`config.mk`:
```
export PLATFORM = sky130hd
export DESIGN_NAME = pkt_counter_poller
export DESIGN_NICKNAME = d
export VERILOG_FILES = /design/src/rtl/pkt_counter_poller.sv
export SDC_FILE = /design/constraint.sdc
export NUM_CORES = 1
export LEC_CHECK = 0
export BUFFER_PORTS_ARGS = -buffer_cell sky130_fd_sc_hd__clkbuf_2
export CAP_MARGIN = 10
export CORE_MARGIN = 2
export CORE_UTILIZATION = 50
export CTS_BUF_LIST = sky130_fd_sc_hd__clkbuf_8
export DETAILED_ROUTE_END_ITERATION = 7
export PLACE_DENSITY_LB_ADDON = 0.1
export SYNTH_ARGS = -nofsm -noshare
export SYNTH_HDL_FRONTEND = slang
export SYNTH_SLANG_ARGS = --single-unit
```
`constraint.sdc`:
```
create_clock -name clk -period 2.9 [get_ports clk]
set_clock_uncertainty 0.2 [all_clocks]
set_input_delay 0.29 -clock clk [delete_from_list [all_inputs] [get_ports clk]]
set_output_delay 0.29 -clock clk [all_outputs]
set_load 0.01 [all_outputs]
```
`src/rtl/pkt_counter_poller.sv`:
```
// rtl/pkt_counter_poller.sv - AXI4-Lite master that sweeps HIGH/LOW counter pairs and streams tear-free 64-bit values
// Each counter is read H1, L, H2 (plus L2 when HIGH moved) so a LOW wrap between reads is never reported.
module pkt_counter_poller #(
    parameter int AW        = 8,
    parameter int BASE_ADDR = 0,
    parameter int NUM_CTR   = 7
) (
    input  logic          clk,
    input  logic          resetn,
    input  logic          start,
    output logic          busy,
    output logic          done,
    output logic          err,
    output logic [63:0]   ctr_tdata,
    output logic [7:0]    ctr_tid,
    output logic          ctr_tuser,
    output logic          ctr_tvalid,
    input  logic          ctr_tready,
    output logic [AW-1:0] M_AXI_ARADDR,
    output logic          M_AXI_ARVALID,
    input  logic          M_AXI_ARREADY,
    output logic [2:0]    M_AXI_ARPROT,
    input  logic [31:0]   M_AXI_RDATA,
    input  logic [1:0]    M_AXI_RRESP,
    input  logic          M_AXI_RVALID,
    output logic          M_AXI_RREADY,
    output logic [AW-1:0] M_AXI_AWADDR,
    output logic [2:0]    M_AXI_AWPROT,
    output logic          M_AXI_AWVALID,
    input  logic          M_AXI_AWREADY,
    output logic [31:0]   M_AXI_WDATA,
    output logic [3:0]    M_AXI_WSTRB,
    output logic          M_AXI_WVALID,
    input  logic          M_AXI_WREADY,
    input  logic [1:0]    M_AXI_BRESP,
    input  logic          M_AXI_BVALID,
    output logic          M_AXI_BREADY
);

    typedef enum logic [1:0] {S_IDLE, S_AR, S_R, S_EMIT} state_t;
    typedef enum logic [1:0] {P_H1, P_L1, P_H2, P_L2} phase_t;

    localparam logic [7:0]    LAST_K = 8'(NUM_CTR - 1);
    localparam logic [AW-1:0] BASE   = AW'(BASE_ADDR);

    state_t        state_q;
    phase_t        phase_q;
    logic [7:0]    k_q;
    logic [31:0]   h1_q;
    logic [31:0]   l_q;
    logic [31:0]   h2_q;
    logic          ctr_err_q;
    logic          busy_q;
    logic          done_q;
    logic          err_q;
    logic [63:0]   tdata_q;
    logic [7:0]    tid_q;
    logic          tuser_q;
    logic          tvalid_q;
    logic [AW-1:0] araddr_q;
    logic          arvalid_q;
    logic          rready_q;

    logic [7:0]    next_k_d;
    logic [AW-1:0] addr_hi_d;
    logic [AW-1:0] addr_lo_d;
    logic [AW-1:0] addr_next_d;
    logic          ar_hs_d;
    logic          r_hs_d;
    logic          emit_hs_d;
    logic          resp_bad_d;

    // Register index = 2k + lo; byte address wraps modulo 2^AW.
    function automatic logic [AW-1:0] reg_addr(input logic [7:0] k, input logic lo);
        logic [8:0] idx;
        idx = {k, lo};
        return BASE + AW'({idx, 2'b00});
    endfunction

    always_comb begin
        next_k_d    = k_q + 8'd1;
        addr_hi_d   = reg_addr(k_q, 1'b0);
        addr_lo_d   = reg_addr(k_q, 1'b1);
        addr_next_d = reg_addr(next_k_d, 1'b0);
        ar_hs_d     = arvalid_q && M_AXI_ARREADY;
        r_hs_d      = rready_q && M_AXI_RVALID;
        emit_hs_d   = tvalid_q && ctr_tready;
        resp_bad_d  = (M_AXI_RRESP != 2'b00);
    end

    always_ff @(posedge clk or negedge resetn) begin
        if (!resetn) begin
            state_q   <= S_IDLE;
            phase_q   <= P_H1;
            k_q       <= '0;
            h1_q      <= '0;
            l_q       <= '0;
            h2_q      <= '0;
            ctr_err_q <= 1'b0;
            busy_q    <= 1'b0;
            done_q    <= 1'b0;
            err_q     <= 1'b0;
            tdata_q   <= '0;
            tid_q     <= '0;
            tuser_q   <= 1'b0;
            tvalid_q  <= 1'b0;
            araddr_q  <= '0;
            arvalid_q <= 1'b0;
            rready_q  <= 1'b0;
        end else begin
            done_q <= 1'b0;
            case (state_q)
                S_IDLE: begin
                    if (start) begin
                        err_q     <= 1'b0;
                        k_q       <= '0;
                        busy_q    <= 1'b1;
                        ctr_err_q <= 1'b0;
                        phase_q   <= P_H1;
                        araddr_q  <= reg_addr(8'd0, 1'b0);
                        arvalid_q <= 1'b1;
                        state_q   <= S_AR;
                    end
                end
                S_AR: begin
                    if (ar_hs_d) begin
                        arvalid_q <= 1'b0;
                        rready_q  <= 1'b1;
                        state_q   <= S_R;
                    end
                end
                S_R: begin
                    if (r_hs_d) begin
                        rready_q <= 1'b0;
                        if (resp_bad_d) begin
                            err_q     <= 1'b1;
                            ctr_err_q <= 1'b1;
                        end
                        case (phase_q)
                            P_H1: begin
                                h1_q      <= M_AXI_RDATA;
                                phase_q   <= P_L1;
                                araddr_q  <= addr_lo_d;
                                arvalid_q <= 1'b1;
                                state_q   <= S_AR;
                            end
                            P_L1: begin
                                l_q       <= M_AXI_RDATA;
                                phase_q   <= P_H2;
                                araddr_q  <= addr_hi_d;
                                arvalid_q <= 1'b1;
                                state_q   <= S_AR;
                            end
                            P_H2: begin
                                h2_q <= M_AXI_RDATA;
                                if (M_AXI_RDATA == h1_q) begin
                                    tdata_q  <= {h1_q, l_q};
                                    tid_q    <= k_q;
                                    tuser_q  <= ctr_err_q || resp_bad_d;
                                    tvalid_q <= 1'b1;
                                    state_q  <= S_EMIT;
                                end else begin
                                    // HIGH moved during the pair: LOW must be re-read against H2.
                                    phase_q   <= P_L2;
                                    araddr_q  <= addr_lo_d;
                                    arvalid_q <= 1'b1;
                                    state_q   <= S_AR;
                                end
                            end
                            default: begin
                                tdata_q  <= {h2_q, M_AXI_RDATA};
                                tid_q    <= k_q;
                                tuser_q  <= ctr_err_q || resp_bad_d;
                                tvalid_q <= 1'b1;
                                state_q  <= S_EMIT;
                            end
                        endcase
                    end
                end
                default: begin
                    if (emit_hs_d) begin
                        tvalid_q <= 1'b0;
                        if (k_q == LAST_K) begin
                            busy_q  <= 1'b0;
                            done_q  <= 1'b1;
                            state_q <= S_IDLE;
                        end else begin
                            k_q       <= next_k_d;
                            ctr_err_q <= 1'b0;
                            phase_q   <= P_H1;
                            araddr_q  <= addr_next_d;
                            arvalid_q <= 1'b1;
                            state_q   <= S_AR;
                        end
                    end
                end
            endcase
        end
    end

    assign busy          = busy_q;
    assign done          = done_q;
    assign err           = err_q;
    assign ctr_tdata     = tdata_q;
    assign ctr_tid       = tid_q;
    assign ctr_tuser     = tuser_q;
    assign ctr_tvalid    = tvalid_q;
    assign M_AXI_ARADDR  = araddr_q;
    assign M_AXI_ARVALID = arvalid_q;
    assign M_AXI_ARPROT  = 3'b000;
    assign M_AXI_RREADY  = rready_q;

    // Read-only master: write channels are parked idle.
    assign M_AXI_AWADDR  = '0;
    assign M_AXI_AWPROT  = 3'b000;
    assign M_AXI_AWVALID = 1'b0;
    assign M_AXI_WDATA   = '0;
    assign M_AXI_WSTRB   = 4'b0000;
    assign M_AXI_WVALID  = 1'b0;
    assign M_AXI_BREADY  = 1'b1;

    logic unused_write_inputs;
    assign unused_write_inputs = &{1'b0, M_AXI_AWREADY, M_AXI_WREADY, M_AXI_BRESP, M_AXI_BVALID};

endmodule

```
==> qor.txt <==
Worst Tran Pin Value -> 0.7474 ns
worst min path class -> input pin to flip-flop
Slew Limit Headroom -> 50.18%
Peak Freq -> 369.5 MHz
Cell Area, Synth -> 9125 um^2
Worst EP required -> 3.06 ns
fin. max-slew vios -> 0
status -> complete, no violations
gpl congestion -> 0.7772
CTS H-tree lvls -> 4
clk root buf -> clkbuf_8
Post-DRT Antenna Nets -> 0
Slowest-stage cell, CP -> dlygate4sd3_1
unrepaired setup endpoints after global routing -> false
dpl ws -> 0.2144 ns
row count -> 49
internal cell power -> 0.003612 W
global-route usage over all layers -> 23.36%
Die X -> 139.1 um
Mapped Cells -> 773
clock-pin slew on the worst setup and hold paths -> 0.10 ns
Reg power frac -> 57.2%
Finished Layout Cells -> 1166
final net count -> 981
Synth Area in Simple Gates -> 4.319%
Avg WL per Cell -> 19.34 um
Tmin final -> 2.706 ns
clk buf depth -> 2
top cells by area, synth -> dfrtp_1 (53%), mux2_2 (13%), o22ai_1 (7.2%)
Crit Path Max Fanout -> 10
Critical path buffers and inverters -> 3
final core utilization -> 59.18%
TritonCTS clock tree -> yes
# IOs -> 185
Seq cells post-synth -> 193
critical path class -> input pin to flip-flop
Synth async-reset ratio -> 100.0%
power per cell area -> 441.9 nW/um^2
YS warnings -> 0
worst-skew pair later-pin latency -> 0.46 ns
final hold violation count -> 0
initial antenna violation count -> 0
grt total ovfl -> 0
full die area -> 19350 um^2
Starting Density -> 50.80%
post-synth top area share -> 52.93%
largest family of logic cells by synthesized area -> compound AO/OA/AOI/OAI gates
Unique masters post-synth -> 49
family with the most delay on the worst path -> buffers and inverters
Lkg Pwr -> 5.378 nW
WL final -> 22550 um
setup total negative slack -> 0 ns
Clock Sinks -> 193
part of the Yosys area used for sequential elements -> 52.93%
via count -> 6738
Fillers -> 1512
CP Launch Type -> input pin
DRC Markers -> 0
Clk pwr share -> 38.0%
adder-cell share of the synthesized area -> 1.371%
first-pass GRT wire length -> 36110 um
multi-input logic area -> 3819 um^2
final setup vio count -> 0
# diodes -> 0
PortBufs -> 124
Post-synth EDFFs -> 0
peak supply drop -> 280.3 uV
Yosys top cell by area -> dfrtp_1
CTS Buf Count -> 17
Net Switching -> 0.001085 W
dpl cells -> 1095
share of cells above drive strength 1 -> 33.62%
crit share post-route -> 93.32%
Compound-Gate Fraction of Synth Area -> 16.51%
TritonRoute pass-1 iters -> 5
Data arrival, critical path -> 2.87 ns
worst-path cell chain -> dlygate4sd3_1 -> clkbuf_2 -> xor2_1 -> nor4_1 -> nand4_1 -> buf_4 -> o21ai_2 -> nand2_2 -> o41ai_1
register area -> 4830 um^2
cell with the most instances after synthesis -> dfrtp_1
via density per instance -> 5.779
setup slack after layout -> 0.1937 ns
Comb pwr share -> 4.8%
vias in the first global route -> 6886
Worst Setup End Kind -> flip-flop
Max-cap violations -> 0
ys flop type -> dfrtp_1
1st-iter DRT viols -> 378
largest net degree at the start of global routing -> 88
Area Overhead vs Synth -> 16.50%
core area -> 17960 um^2
Post-Syn Area per Cell -> 11.80 um^2
die height -> 139.1 um
mux share of post-synthesis cell area -> 13.79%
Synth top cells by count -> dfrtp_1 (193), mux2_2 (106), o22ai_1 (105)
Crit path largest cell delay -> 0.54 ns
Sw Ratio -> 23.11%
dpl hpwl -> 14330 um
XOR/XNOR Fraction of Synth Area -> 3.359%
state kept, by name, indices dropped and copies added, names as in the netlist, 2 cells and up:
signal	cells
ctr_tdata	64
h1_q	32
h2_q	32
l_q	32
ctr_tid	8
k_q	8
M_AXI_ARADDR	6
state_q	2
power groups by stage:
stage / logic, W / registers (W) / clock network, W
6_report: 0.000226 / 0.00269 / 0.00178
4_1_cts: 0.000226 / 0.00269 / 0.00182
5_1_grt: 0.000252 / 0.00269 / 0.00193
2_1_floorplan: 0.000107 / 0.00274 / 0
3_5_place_dp: 0.000185 / 0.00274 / 0
3_3_place_gp: 0.000181 / 0.00274 / 0
layer usage:
metal  global-route usage [%]  share of wire [%]  vias up  wire length (um)
met5                        0                  0        -                 0
li1                         -                  -     3038                 -
met1                    31.71                 44     3443             10020
met4                    5.688                1.0        0               228
met2                    39.18                 49      238             11160
met3                    4.385                5.1       19              1145
layout make-up:
| cell class | instances | share of cell area, % |
|---|---|---|
| Clock buffer | 21 | 2.719 |
| Sequential cell | 193 | 45.43 |
| Inverter | 7 | 0.2472 |
| Multi-Input combinational cell | 521 | 35.92 |
| Clock inverter | 9 | 1.012 |
| Tap cell | 229 | 2.695 |
| Timing Repair Buffer | 186 | 11.97 |
placed cells by master, fill, tap and decap left out, drive strengths merged, types with 9 or more instances in the layout:
master       count
a21oi           67
buf             21
clkbuf         145
conb            55
dfrtp          193
dlygate4sd3     41
ha              10
inv              9
mux2           110
nand2           25
nor2            16
nor4             9
o21ai           18
o22ai          128
xor2            32
through the flow:
step,power [W],hold slack (ns),cell area (um^2)
final,0.004697,0.1956,10630
after global routing,0.004872,0.2460,10630
after CTS,0.004740,0.1711,10620
after detailed placement,0.002927,0.2072,9817
after global placement,0.002923,0.1963,9817
after floorplan,0.002849,-0.2056,9324
cell families (layout without fill, tap and decap cells):
logic type               count (synthesis)  count (layout)
XOR/XNOR                                35              35
buffers and inverters                  112             223
flip-flops                             193             193
AO/OA/AOI/OAI                          229             229
adder cells (fa/ha/maj)                 10              10
AND/OR/NAND/NOR                         80              80
other                                    2              55
multiplexers                           112             112
worst register-to-register path: cells and delay by family, from the launching register on:
family,cells,cell delay [ns]
buffers and inverters,1,0.19
XOR/XNOR,1,0.20
AND/OR/NAND/NOR,3,0.85
AO/OA/AOI/OAI,2,0.65
flip-flops,1,0.41
path summary, 6_finish.rpt:
kind / start / endpoint / slack [ns] / depth (start not counted)
worst max-delay path: M_AXI_RDATA[21] / ctr_tvalid / 0.19 / 9
worst min register to register: M_AXI_ARADDR[4] / M_AXI_ARADDR[4] / 0.30 / 1
max in group asynchronous: resetn / ctr_tdata[45] / 1.44 / 3
min in group asynchronous: resetn / l_q[26] / 0.22 / 2
worst min-delay path: M_AXI_ARREADY / state_q[1] / 0.20 / 6
worst max register to register: h1_q[12] / ctr_tvalid / 0.28 / 7
what timing repair did:
item                                    CTS  global route
resized for setup                         0             1
hold buffers                             41             0
hold endpoints to repair                216             0
buffers inserted                          0             0
endpoints found under the setup margin    0             1
Note: power is estimated with default switching activity, not from simulation.
